==> src/rtl/tlb_pkg.sv <==
// Shared TLB types: operation codes, the 86-bit entry layout and the CP0 <-> entry
// conversion helpers used by the maintenance sequencer.
package tlb_pkg;

    localparam int TLB_ENTRIES = 16;
    localparam int TLB_WIDTH   = $clog2(TLB_ENTRIES);

    typedef enum logic [1:0] {
        OP_TLBR  = 2'd0,
        OP_TLBWI = 2'd1,
        OP_TLBWR = 2'd2,
        OP_TLBP  = 2'd3
    } tlb_op_e;

    typedef struct packed {
        logic [19:0] pfn;
        logic [2:0]  c;
        logic        d;
        logic        v;
    } tlb_lo_t;

    typedef struct packed {
        logic [7:0]  asid;
        logic [5:0]  zero_hi;
        logic        g;
        logic [18:0] vpn2;
        tlb_lo_t     lo0;
        tlb_lo_t     lo1;
        logic [1:0]  zero_lo;
    } tlb_entry_t;

    localparam int ENTRY_WIDTH = 86;
    localparam int ASID_LSB    = 78;
    localparam int G_BIT       = 71;
    localparam int VPN2_LSB    = 52;
    localparam int LO0_LSB     = 27;
    localparam int LO1_LSB     = 2;

    // lo_field is EntryLo[25:1], which already matches {PFN, C, D, V}
    function automatic tlb_entry_t pack_entry(input logic [7:0]  asid,
                                              input logic [18:0] vpn2,
                                              input logic [24:0] lo0_field,
                                              input logic [24:0] lo1_field,
                                              input logic        g);
        tlb_entry_t e;
        e.asid    = asid;
        e.zero_hi = '0;
        e.g       = g;
        e.vpn2    = vpn2;
        e.lo0     = tlb_lo_t'(lo0_field);
        e.lo1     = tlb_lo_t'(lo1_field);
        e.zero_lo = '0;
        return e;
    endfunction

    function automatic logic [31:0] unpack_hi(input logic [18:0] vpn2, input logic [7:0] asid);
        return {vpn2, 5'b0, asid};
    endfunction

    function automatic logic [31:0] unpack_lo(input tlb_lo_t lo, input logic g);
        return {6'b0, lo, g};
    endfunction

endpackage

==> src/rtl/tlb_random.sv <==
// Random register: free-running down-counter over the replaceable TLB slots.
// TLB_CTRL_WIRED_EN bounds the range from below by Wired; otherwise all entries cycle.
module tlb_random
    import tlb_pkg::*;
#(
    parameter int TLB_ENTRIES = tlb_pkg::TLB_ENTRIES,
    parameter int TLB_WIDTH   = $clog2(TLB_ENTRIES)
) (
    input  logic                 clk,
    input  logic                 rst,
    input  logic [TLB_WIDTH-1:0] wired,
    input  logic                 wired_we,
    output logic [TLB_WIDTH-1:0] random
);

    localparam logic [TLB_WIDTH-1:0] TOP = TLB_WIDTH'(TLB_ENTRIES - 1);

    logic [TLB_WIDTH-1:0] random_reg;

`ifdef TLB_CTRL_WIRED_EN
    // Wired at or above the top slot pins Random to the top slot
    always_ff @(posedge clk) begin
        if (rst) begin
            random_reg <= TOP;
        end else if (wired_we || (random_reg <= wired) || (random_reg == '0)) begin
            random_reg <= TOP;
        end else begin
            random_reg <= random_reg - 1'b1;
        end
    end
`else
    logic unused_wired;
    assign unused_wired = ^{wired, wired_we};

    always_ff @(posedge clk) begin
        if (rst) begin
            random_reg <= TOP;
        end else if (random_reg == '0) begin
            random_reg <= TOP;
        end else begin
            random_reg <= random_reg - 1'b1;
        end
    end
`endif

    assign random = random_reg;

endmodule

==> src/rtl/tlb_ctrl.sv <==
// CP0-side sequencer for TLBR/TLBWI/TLBWR/TLBP: IDLE -> EXEC -> WB.
// Optional TLB_CTRL_WIRED_EN restricts Random to the non-wired entries.
module tlb_ctrl
    import tlb_pkg::*;
#(
    parameter int TLB_ENTRIES = tlb_pkg::TLB_ENTRIES,
    parameter int TLB_WIDTH   = $clog2(TLB_ENTRIES)
) (
    input  logic                 clk,
    input  logic                 rst,
    input  logic                 op_valid,
    input  logic [1:0]           op,
    output logic                 op_ready,
    output logic                 op_done,
    input  logic [31:0]          entryhi_i,
    input  logic [31:0]          entrylo0_i,
    input  logic [31:0]          entrylo1_i,
    input  logic [31:0]          index_i,
    input  logic [31:0]          wired_i,
    input  logic                 wired_we,
    output logic [85:0]          tlb_config,
    output logic [TLB_WIDTH-1:0] tlb_config_index,
    output logic                 tlb_we,
    output logic                 tlb_p,
    input  logic [31:0]          tlb_p_res_i,
    output logic [TLB_WIDTH-1:0] tlb_rd_index,
    input  logic [85:0]          tlb_rd_entry,
    output logic                 index_we,
    output logic                 entryhi_we,
    output logic                 entrylo_we,
    output logic [31:0]          index_o,
    output logic [31:0]          entryhi_o,
    output logic [31:0]          entrylo0_o,
    output logic [31:0]          entrylo1_o,
    output logic [31:0]          random_o
);

    typedef enum logic [1:0] {S_IDLE, S_EXEC, S_WB} state_e;

    state_e               state_reg;
    tlb_op_e              op_reg;
    tlb_entry_t           cfg_reg;
    logic [TLB_WIDTH-1:0] idx_reg;
    logic                 we_reg;
    logic                 p_reg;
    logic                 ready_reg;
    logic                 done_reg;
    logic                 index_we_reg;
    logic                 entryhi_we_reg;
    logic                 entrylo_we_reg;
    logic [31:0]          index_o_reg;
    logic [31:0]          entryhi_o_reg;
    logic [31:0]          entrylo0_o_reg;
    logic [31:0]          entrylo1_o_reg;
    logic [TLB_WIDTH-1:0] random_val;

    tlb_entry_t           rd_entry;
    logic                 probe_miss;
    logic [TLB_WIDTH-1:0] probe_idx;

    tlb_random #(
        .TLB_ENTRIES(TLB_ENTRIES),
        .TLB_WIDTH  (TLB_WIDTH)
    ) u_random (
        .clk     (clk),
        .rst     (rst),
        .wired   (wired_i[TLB_WIDTH-1:0]),
        .wired_we(wired_we),
        .random  (random_val)
    );

    assign rd_entry   = tlb_entry_t'(tlb_rd_entry);
    assign probe_miss = tlb_p_res_i[31];
    assign probe_idx  = probe_miss ? '0 : tlb_p_res_i[TLB_WIDTH-1:0];

    logic unused_bits;
    assign unused_bits = ^{entryhi_i[12:8], entrylo0_i[31:26], entrylo1_i[31:26],
                           index_i[31:TLB_WIDTH], wired_i[31:TLB_WIDTH],
                           tlb_p_res_i[30:TLB_WIDTH], rd_entry.zero_hi, rd_entry.zero_lo};

    always_ff @(posedge clk) begin
        if (rst) begin
            state_reg      <= S_IDLE;
            op_reg         <= OP_TLBR;
            cfg_reg        <= '0;
            idx_reg        <= '0;
            we_reg         <= 1'b0;
            p_reg          <= 1'b0;
            ready_reg      <= 1'b1;
            done_reg       <= 1'b0;
            index_we_reg   <= 1'b0;
            entryhi_we_reg <= 1'b0;
            entrylo_we_reg <= 1'b0;
            index_o_reg    <= '0;
            entryhi_o_reg  <= '0;
            entrylo0_o_reg <= '0;
            entrylo1_o_reg <= '0;
        end else begin
            case (state_reg)
                S_IDLE: begin
                    if (op_valid) begin
                        state_reg <= S_EXEC;
                        ready_reg <= 1'b0;
                        op_reg    <= tlb_op_e'(op);
                        cfg_reg   <= pack_entry(entryhi_i[7:0], entryhi_i[31:13],
                                                entrylo0_i[25:1], entrylo1_i[25:1],
                                                entrylo0_i[0] & entrylo1_i[0]);
                        // Random is captured here so a same-cycle Wired write cannot move the target
                        idx_reg   <= (tlb_op_e'(op) == OP_TLBWR) ? random_val : index_i[TLB_WIDTH-1:0];
                        we_reg    <= (tlb_op_e'(op) == OP_TLBWI) || (tlb_op_e'(op) == OP_TLBWR);
                        p_reg     <= (tlb_op_e'(op) == OP_TLBP);
                    end
                end
                S_EXEC: begin
                    state_reg <= S_WB;
                    we_reg    <= 1'b0;
                    p_reg     <= 1'b0;
                    done_reg  <= 1'b1;
                    case (op_reg)
                        OP_TLBP: begin
                            index_we_reg <= 1'b1;
                            index_o_reg  <= {probe_miss, 31'(probe_idx)};
                        end
                        OP_TLBR: begin
                            entryhi_we_reg <= 1'b1;
                            entrylo_we_reg <= 1'b1;
                            entryhi_o_reg  <= unpack_hi(rd_entry.vpn2, rd_entry.asid);
                            entrylo0_o_reg <= unpack_lo(rd_entry.lo0, rd_entry.g);
                            entrylo1_o_reg <= unpack_lo(rd_entry.lo1, rd_entry.g);
                        end
                        default: ;
                    endcase
                end
                S_WB: begin
                    state_reg      <= S_IDLE;
                    ready_reg      <= 1'b1;
                    done_reg       <= 1'b0;
                    index_we_reg   <= 1'b0;
                    entryhi_we_reg <= 1'b0;
                    entrylo_we_reg <= 1'b0;
                end
                default: state_reg <= S_IDLE;
            endcase
        end
    end

    // Gating with rst keeps a write from landing if reset arrives during EXEC
    assign tlb_we           = we_reg & ~rst;
    assign tlb_p            = p_reg;
    assign tlb_config       = cfg_reg;
    assign tlb_config_index = idx_reg;
    assign tlb_rd_index     = idx_reg;
    assign op_ready         = ready_reg;
    assign op_done          = done_reg;
    assign index_we         = index_we_reg;
    assign entryhi_we       = entryhi_we_reg;
    assign entrylo_we       = entrylo_we_reg;
    assign index_o          = index_o_reg;
    assign entryhi_o        = entryhi_o_reg;
    assign entrylo0_o       = entrylo0_o_reg;
    assign entrylo1_o       = entrylo1_o_reg;
    assign random_o         = 32'(random_val);

endmodule

==> config.mk <==
export PLATFORM = sky130hd
export DESIGN_NAME = tlb_ctrl
export DESIGN_NICKNAME = d
export VERILOG_FILES = /design/src/rtl/tlb_pkg.sv /design/src/rtl/tlb_random.sv /design/src/rtl/tlb_ctrl.sv
export SDC_FILE = /design/constraint.sdc
export NUM_CORES = 1
export LEC_CHECK = 0
export ABC_AREA = 1
export BUFFER_PORTS_ARGS = -buffer_cell sky130_fd_sc_hd__buf_4
export CAP_MARGIN = 20
export CORE_AREA = 4 4 207 209
export DETAILED_ROUTE_END_ITERATION = 16
export DIE_AREA = 0 0 211 213
export PLACE_DENSITY_LB_ADDON = 0.08
export SYNTH_ARGS = -nofsm -noshare
export SYNTH_HDL_FRONTEND = slang
export SYNTH_SLANG_ARGS = --single-unit
==> constraint.sdc <==
create_clock -name clk -period 2 [get_ports clk]
set_clock_uncertainty 0.2 [all_clocks]
set_input_delay 0 -clock clk [delete_from_list [all_inputs] [get_ports clk]]
set_output_delay 0 -clock clk [all_outputs]
set_load 0.01 [all_outputs]
# After elaboration in Yosys (flattened, before gate mapping)
# Cells that the tools add are included.
# classes
muxes,15
add_sub_neg,1
n_bitwise,3
n_eq_ne,9
n_reduce_logical,15
# ops
op,count
AND reduction 2 bit,7
case mux 1 bit (2 select lines),6
"equality test 2 bit, second input constant",4
two-way mux 4 bit,2
nonzero test 2 bit,3
two-way mux 1 bit,5
"equality test 2 x 1 -> 1 bit, second input constant",2
zero test 2 bit,2
zero test 4 bit,1
"inequality test 2 bit, second input constant",2
case mux 2 bit (2 select lines),1
"subtractor 4 x 1 -> 4 bit, second input constant",1
AND 1 bit,2
two-way mux 2 bit,1
"inequality test 2 x 1 -> 1 bit, second input constant",1
OR reduction 2 bit,1
logical OR 1 bit,1
NOT 1 bit,1
# totals
inputBits,284
register_bits,180
out_inout_bits,261

# Logic depth before layout (Yosys ltp)
# Gate-level depths: netlist of run 1.
# logic_depth
ltp_word,4
depth_mapped,9
mapped_depth_nobuf,7

# Hierarchy
# From an unflattened synthesis of run 1, not the netlist that was laid out.
# hier_totals
cells_unflattened,919
area_unflattened_um2,7093.1
# modules_own_cells
module,area_each_um2,cells_per_inst,n_inst
tlb_ctrl,6932.9,899,1
tlb_random,160.2,20,1

# Worst setup path after synthesis of run 1
# Ideal clock, no wire load.
# synth_timing
kind,register -> register
startpoint,register state_reg[0]
endpoint,register op_reg[0]
path_slack_ps,495
arrival_ps,1241
setup_time_ps,64
required_ps,1736
path_stages_with_launch,8
path_cell_list,dfxtp_1 -> inv_1 -> ha_1 -> nand2_2 -> buf_6 -> clkbuf_1 -> o21ai_0 -> nor2_1
# synth_between
elab_chain_cells,2
# synth_lines
element,line_no,rtl
from (decl),tlb_ctrl.sv:40,state_e state_reg;
from (signal assigned),tlb_ctrl.sv:83,state_reg <= S_IDLE;
from (signal assigned),tlb_ctrl.sv:102,state_reg <= S_EXEC;
from (signal assigned),tlb_ctrl.sv:115,state_reg <= S_WB;
zero test 2 bit,tlb_ctrl.sv:99,case (state_reg)
AND reduction 2 bit (no source line),--,
to (signal assigned),tlb_ctrl.sv:104,op_reg <= tlb_op_e'(op);
to (decl),tlb_ctrl.sv:41,tlb_op_e op_reg;
# No other way between the ends.
# A chain may end at the register's enable or synchronous reset.

# Final worst setup path of run 1
# layout_timing
startpoint,register state_reg[1]
endpoint,"register cfg_reg, in the netlist tlb_config[71]"
# layout_between
elab_chain_cells,2
# layout_lines
element,line_no,rtl
zero test 2 bit,tlb_ctrl.sv:99,
AND reduction 2 bit (no source line),--,
to (signal assigned),tlb_ctrl.sv:105,"cfg_reg <= pack_entry(entryhi_i[7:0], entryhi_i[31:13],"
to (decl),tlb_ctrl.sv:42,tlb_entry_t cfg_reg;
# No other way between the ends.

==> results of run 1 <==
==> metal layers <==
| layer | vias to the layer above | part of all wire | wire (um) | global-route usage |
|---|---|---|---|---|
| li1 | 4036 | - | - | - |
| met1 | 3526 | 0.44 | 12740 | 0.1523 |
| met2 | 244 | 0.47 | 13660 | 0.2011 |
| met3 | 9 | 0.086 | 2503 | 0.05392 |
| met4 | 0 | 0.0090 | 263 | 0.02951 |
| met5 | - | 0 | 0 | 0 |
==> timing repair <==
action,in CTS,in global routing
endpoints found under the setup margin,0,8
gates resized for setup,0,1
hold buffers,170,0
hold endpoints to repair,177,0
==> cell families after synthesis <==
logic type	share of synthesized area
other cells	0.0004850
compound gates	0.1104
buf+inv	0.1445
simple gates	0.2703
xor+xnor	0.001133
flops	0.4635
fa+ha+maj	0.009710
==> Yosys cell counts (2+ instances only) <==
cell,count
a21oi_1,88
buf_1,5
buf_2,29
buf_4,95
buf_6,3
clkbuf_1,26
dfxtp_1,179
ha_1,6
inv_1,27
inv_2,2
nand2_1,124
nand3_1,9
nand3b_1,79
nand4_1,2
nor2_1,252
o21ai_0,81
==> power by group through the flow <==
stage / sequential, mW / clock [mW] / combinational [mW]
after CTS: 4.11 / 3.91 / 2.59
final: 4.11 / 3.69 / 2.54
after global routing: 4.15 / 4.03 / 2.82
after global placement: 4.18 / 0 / 2.31
after detailed placement: 4.19 / 0 / 2.31
after floorplan: 4.32 / 0 / 1.15
==> cell type report <==
type | instances | area share
multi-input cells | 726 | 0.2587
flip-flops and latches | 179 | 0.2777
diodes | 2 | 0.0003878
repair buffers | 538 | 0.3540
clock buffers | 20 | 0.03616
well taps | 532 | 0.05158
inverters | 29 | 0.008628
clock inverters | 12 | 0.01289
==> worst max-delay path, cell delays in order, from the launching register on <==
cell     delay, ns
dfxtp_1       0.33
inv_1         0.11
ha_1          0.24
nand2_2       0.11
inv_2         0.23
buf_4         0.27
nand2_1       0.07
o21ai_0       0.08
nor2_1        0.06
==> path summary, 6_finish.rpt <==
kind | depth (start not counted) | end
worst max-delay path | 8 | tlb_config[71]
worst min-delay path | 4 | tlb_config[22]
worst max register to register | 8 | tlb_config[71]
worst min register to register | 1 | u_random.random[0]
==> placed cells by master (no fill, tap or decap), drive strengths merged <==
cell type    instances
clkbuf              20
buf                368
ha                   6
nand3b              79
o21ai               81
a21oi               88
nand4                2
clkinv               1
dfxtp              179
diode                2
xnor2                1
bufinv               3
a211oi               1
nand3               10
nand2              125
clkinvlp             3
conb                80
dlygate4sd3        170
inv                 34
nor2               253
==> stage by stage <==
step | setup WS, ns | hold slack (ns)
global route | 0.005857 | 0.1404
CTS | 0.1447 | 0.1082
detailed placement | 0.1685 | 0.04425
floorplan | 0.4950 | -0.1452
global placement | 0.1718 | 0.03914
finish | 0.1843 | 0.1519
==> run summary, run 1 <==
Status: complete, no violations
Die ar.: 0.04494 mm2
Die Width: 211 um
Unrepaired setup endpoints after global routing: false
CP arrival: 1.95 ns
WL/cell: 14.31 um
Overall Power: 10.34 mW
Pint: 7.259 mW
H-Tree Depth: 4
Post-Syn Instances: 1013
Net Sw Power: 3.080 mW
Via Count: 7815
Util after Layout: 0.3161
Reg clk slew, reported paths: 0.07 ns
Root Driver: clkbuf_16
Max reg flops: 78
Crit. End Element: flip-flop
CTS buffer count: 17
Post-DP HPWL: 20400 um
Overflow after GRT: 0
Clock Path Buffers: 2
# fillers: 4427
PortBufs: 351
Hold crit path type: input port to flip-flop
Peak VDD IR: 541.8 uV
First-pass GRT wire length: 43950 um
Sum Neg Setup Slack: 0 ns
1st-iter DRT viols: 283
Sw frac: 0.2979
Core ar.: 0.04083 mm2
Total GRT Usage: 0.1239
Top FF cell, synth: dfxtp_1
Flop2flop setup slack: 0.18 ns
Via/cell ratio: 3.835
Post-place instance area: 0.01056 mm2
Count of final hold-check violations: 0
Final min period: 1.816 ns
Largest net degree at the start of global routing: 83
Placement row count: 74
Crit path kind: flip-flop to flip-flop
IO Pins: 545
Register area share after synthesis: 0.4635
Placed Cells incl. Taps: 1834
Vias in the first global route: 7765
Fraction of registers with async set/reset: 0
Pre-Repair DR Iteration Count: 5
Mapped Area: 0.007731 mm2
Seq. cell area: 0.003583 mm2
Final setup fails: 0
Power per cell area: 801.1 mW/mm2
CP max FO: 15
Startpoint Class: flip-flop
Req. time, crit path: 2.13 ns
Sequential Power Share: 0.397
# Max-Cap Violations: 0
CP Launch Point: state_reg[1]
Area grow syn2layout: 66.94%
Post-route ant nets: 0
TritonCTS clock tree: done
Share of cells above drive strength 1: 0.2699
Crit share post-route: 0.9079
Synth top area cells: dfxtp_1 (46%), nor2_1 (12%), buf_4 (9.2%)
Fin nets: 1781
Max Fclk: 550.7 MHz
Skew-Pair Late Insertion Delay: 0.44 ns
Seq cells post-synth: 179
Pins over their slew limit: 0
Die extent in y: 213 um
Remaining DRCs: 0
Netlist cell types: 22
Post-Syn Area per Cell: 7.632 um2
Drt total wl: 29170 um
Post-CTS Setup Bufs: 0
Synth Warn #: 0
Initial antenna violation count: 2
Area of the multi-input gates: 0.003339 mm2
Number of synthesized flops with an enable pin: 0
GPL Wtd Cong: 0.6894
Clock group share of total power: 0.357
Starting Density: 0.1893
Dominant cell type by area after synthesis: dfxtp_1
Post-synth top area share: 0.4635
Reg2reg start: state_reg[1]
Clock sink count: 179
Gate power share: 0.245
Hold_sp: entrylo1_i[21]
Non-Filler Instances: 2038
Final instance area: 0.01291 mm2
Leakage dissipation: 5.974 nW
No activity file was read; power rests on OpenSTA's default activity.
==> inputs of run 2 (changes only) <==
MAX_ROUTING_LAYER = met4   (was unset)
==> run summary, run 2 (same netlist as run 1, synthesis figures left out) <==
CP arrival: 1.96 ns
Sw frac: 0.2982
Die ar.: 0.04494 mm2
Worst-path cell chain: inv_1 -> ha_1 -> nand2_2 -> inv_2 -> buf_4 -> nand2_1 -> o21ai_0 -> nor2_1
Vias in the first global route: 7788
Post-DP HPWL: 20400 um
GPL Wtd Cong: 0.6969
Reg clk slew, reported paths: 0.07 ns
Root Driver: clkbuf_16
Pre-Repair DR Iteration Count: 4
Pins over their slew limit: 0
Placement row count: 74
Status: complete, no violations
Pint: 7.259 mW
Max reg flops: 78
Overflow after GRT: 0
Crit path max-delay family: buffers and inverters
Overall Power: 10.34 mW
Area of the multi-input gates: 0.003339 mm2
Crit. End Element: flip-flop
Met3 wire length: 2315 um
Post-CTS Setup Bufs: 0
Buf/Inv on CP: 3
Hold path cells: 4
Remaining DRCs: 0
Clock group share of total power: 0.357
Highest-delay cell along the critical path: dfxtp_1
Leakage dissipation: 5.974 nW
# Max-Cap Violations: 0
Met1 Wirelength: 13010 um
CP max FO: 15
Crit share post-route: 0.9108
Req. time, crit path: 2.13 ns
Die Width: 211 um
Crit path kind: flip-flop to flip-flop
Net Sw Power: 3.084 mW
Share of cells above drive strength 1: 0.2699
Commonest non-fill, non-tap cells in the layout: buf_4 (359), nor2_1 (252), dfxtp_1 (179), dlygate4sd3_1 (170), nand2_1 (124)
Seq. cell area: 0.003583 mm2
Unrepaired setup endpoints after global routing: false
1st-iter DRT viols: 283
Starting Density: 0.1893
Gate power share: 0.245
CP max stage delay: 0.33 ns
WP depth: 8
Peak VDD IR: 544.8 uV
Startpoint Class: flip-flop
IO Pins: 545
Skew-Pair Late Insertion Delay: 0.44 ns
Non-Filler Instances: 2038
Hold crit path type: input port to flip-flop
Via/cell ratio: 3.845
FF-to-FF path depth: 8
Util after Layout: 0.3161
Count of final hold-check violations: 0
WL/cell: 14.32 um
Area grow syn2layout: 66.94%
Final setup fails: 0
PortBufs: 351
TritonCTS clock tree: done
Drt total wl: 29190 um
Sum Neg Setup Slack: 0 ns
Post-route ant nets: 0
Commonest non-fill, non-tap cell in the layout: buf_4
DR top layer: met4
Max Fclk: 549.0 MHz
Via Count: 7836
Clock Path Buffers: 2
Die extent in y: 213 um
Clock sink count: 179
H-Tree Depth: 4
Sequential Power Share: 0.397
CTS buffer count: 17
WL met2: 13580 um
Placed Cells incl. Taps: 1834
Total GRT Usage: 0.1275
Fin nets: 1781
First-pass GRT wire length: 43850 um
Initial antenna violation count: 2
# fillers: 4427
Largest net degree at the start of global routing: 83
Final min period: 1.822 ns
Power per cell area: 801.4 mW/mm2
Core ar.: 0.04083 mm2
==> run 2: cell counts in the layout (fill, tap and decap cells not counted) <==
Identical to the previous run, type by type.
==> run 2: timing repair <==
item,4_1_cts,5_1_grt
hold buffers,170,0
endpoints found under the setup margin,0,7
endpoints found under the hold margin,177,0
gates resized for setup,0,1
==> run 2: area by class of cell <==
| cell class | instances | area share |
|---|---|---|
| timing repair buffer | 538 | 0.3540 |
| sequential | 179 | 0.2777 |
| multi-input combinational | 726 | 0.2587 |
| tap | 532 | 0.05158 |
| clock buffer | 20 | 0.03616 |
| clock inverter | 12 | 0.01289 |
| inverter | 29 | 0.008628 |
| antenna | 2 | 0.0003878 |
==> run 2: worst register-to-register path, delay by kind of cell (launching register included) <==
family,cells,cell delay (ns)
flip-flops,1,0.33
adder cells (fa/ha/maj),1,0.24
AND/OR/NAND/NOR,3,0.24
buffers and inverters,3,0.62
AO/OA/AOI/OAI,1,0.08
==> run 2: path summary, 6_finish.rpt <==
path	to	slack, ns	from
worst max-delay path	tlb_config[71]	0.18	state_reg[1]
worst min-delay path	tlb_config[22]	0.15	entrylo1_i[21]
worst max register to register	tlb_config[71]	0.18	state_reg[1]
worst min register to register	u_random.random[0]	0.23	u_random.random[0]
==> run 2: power groups by stage <==
stage	clock [mW]	sequential [mW]	combinational, mW
4_1_cts	3.91	4.11	2.59
6_report	3.70	4.11	2.54
3_5_place_dp	0	4.19	2.31
5_1_grt	4.03	4.15	2.82
2_1_floorplan	0	4.32	1.15
3_3_place_gp	0	4.18	2.31
==> run 2: through the flow <==
stage | area, um2 | hold WS [ns] | setup WS (ns)
5_1_grt | 12910 | 0.1404 | 0.005857
4_1_cts | 12900 | 0.1082 | 0.1447
3_5_place_dp | 10560 | 0.04425 | 0.1685
6_report | 12910 | 0.1542 | 0.1785
3_3_place_gp | 10560 | 0.03914 | 0.1718
2_1_floorplan | 8028 | -0.1452 | 0.4950
==> run 2: metal layers <==
| layer | GRT usage | up-vias |
|---|---|---|
| li1 | - | 4032 |
| met1 | 0.1551 | 3553 |
| met2 | 0.2005 | 240 |
| met3 | 0.05010 | 11 |
| met4 | 0.02951 | 0 |
| met5 | - | - |
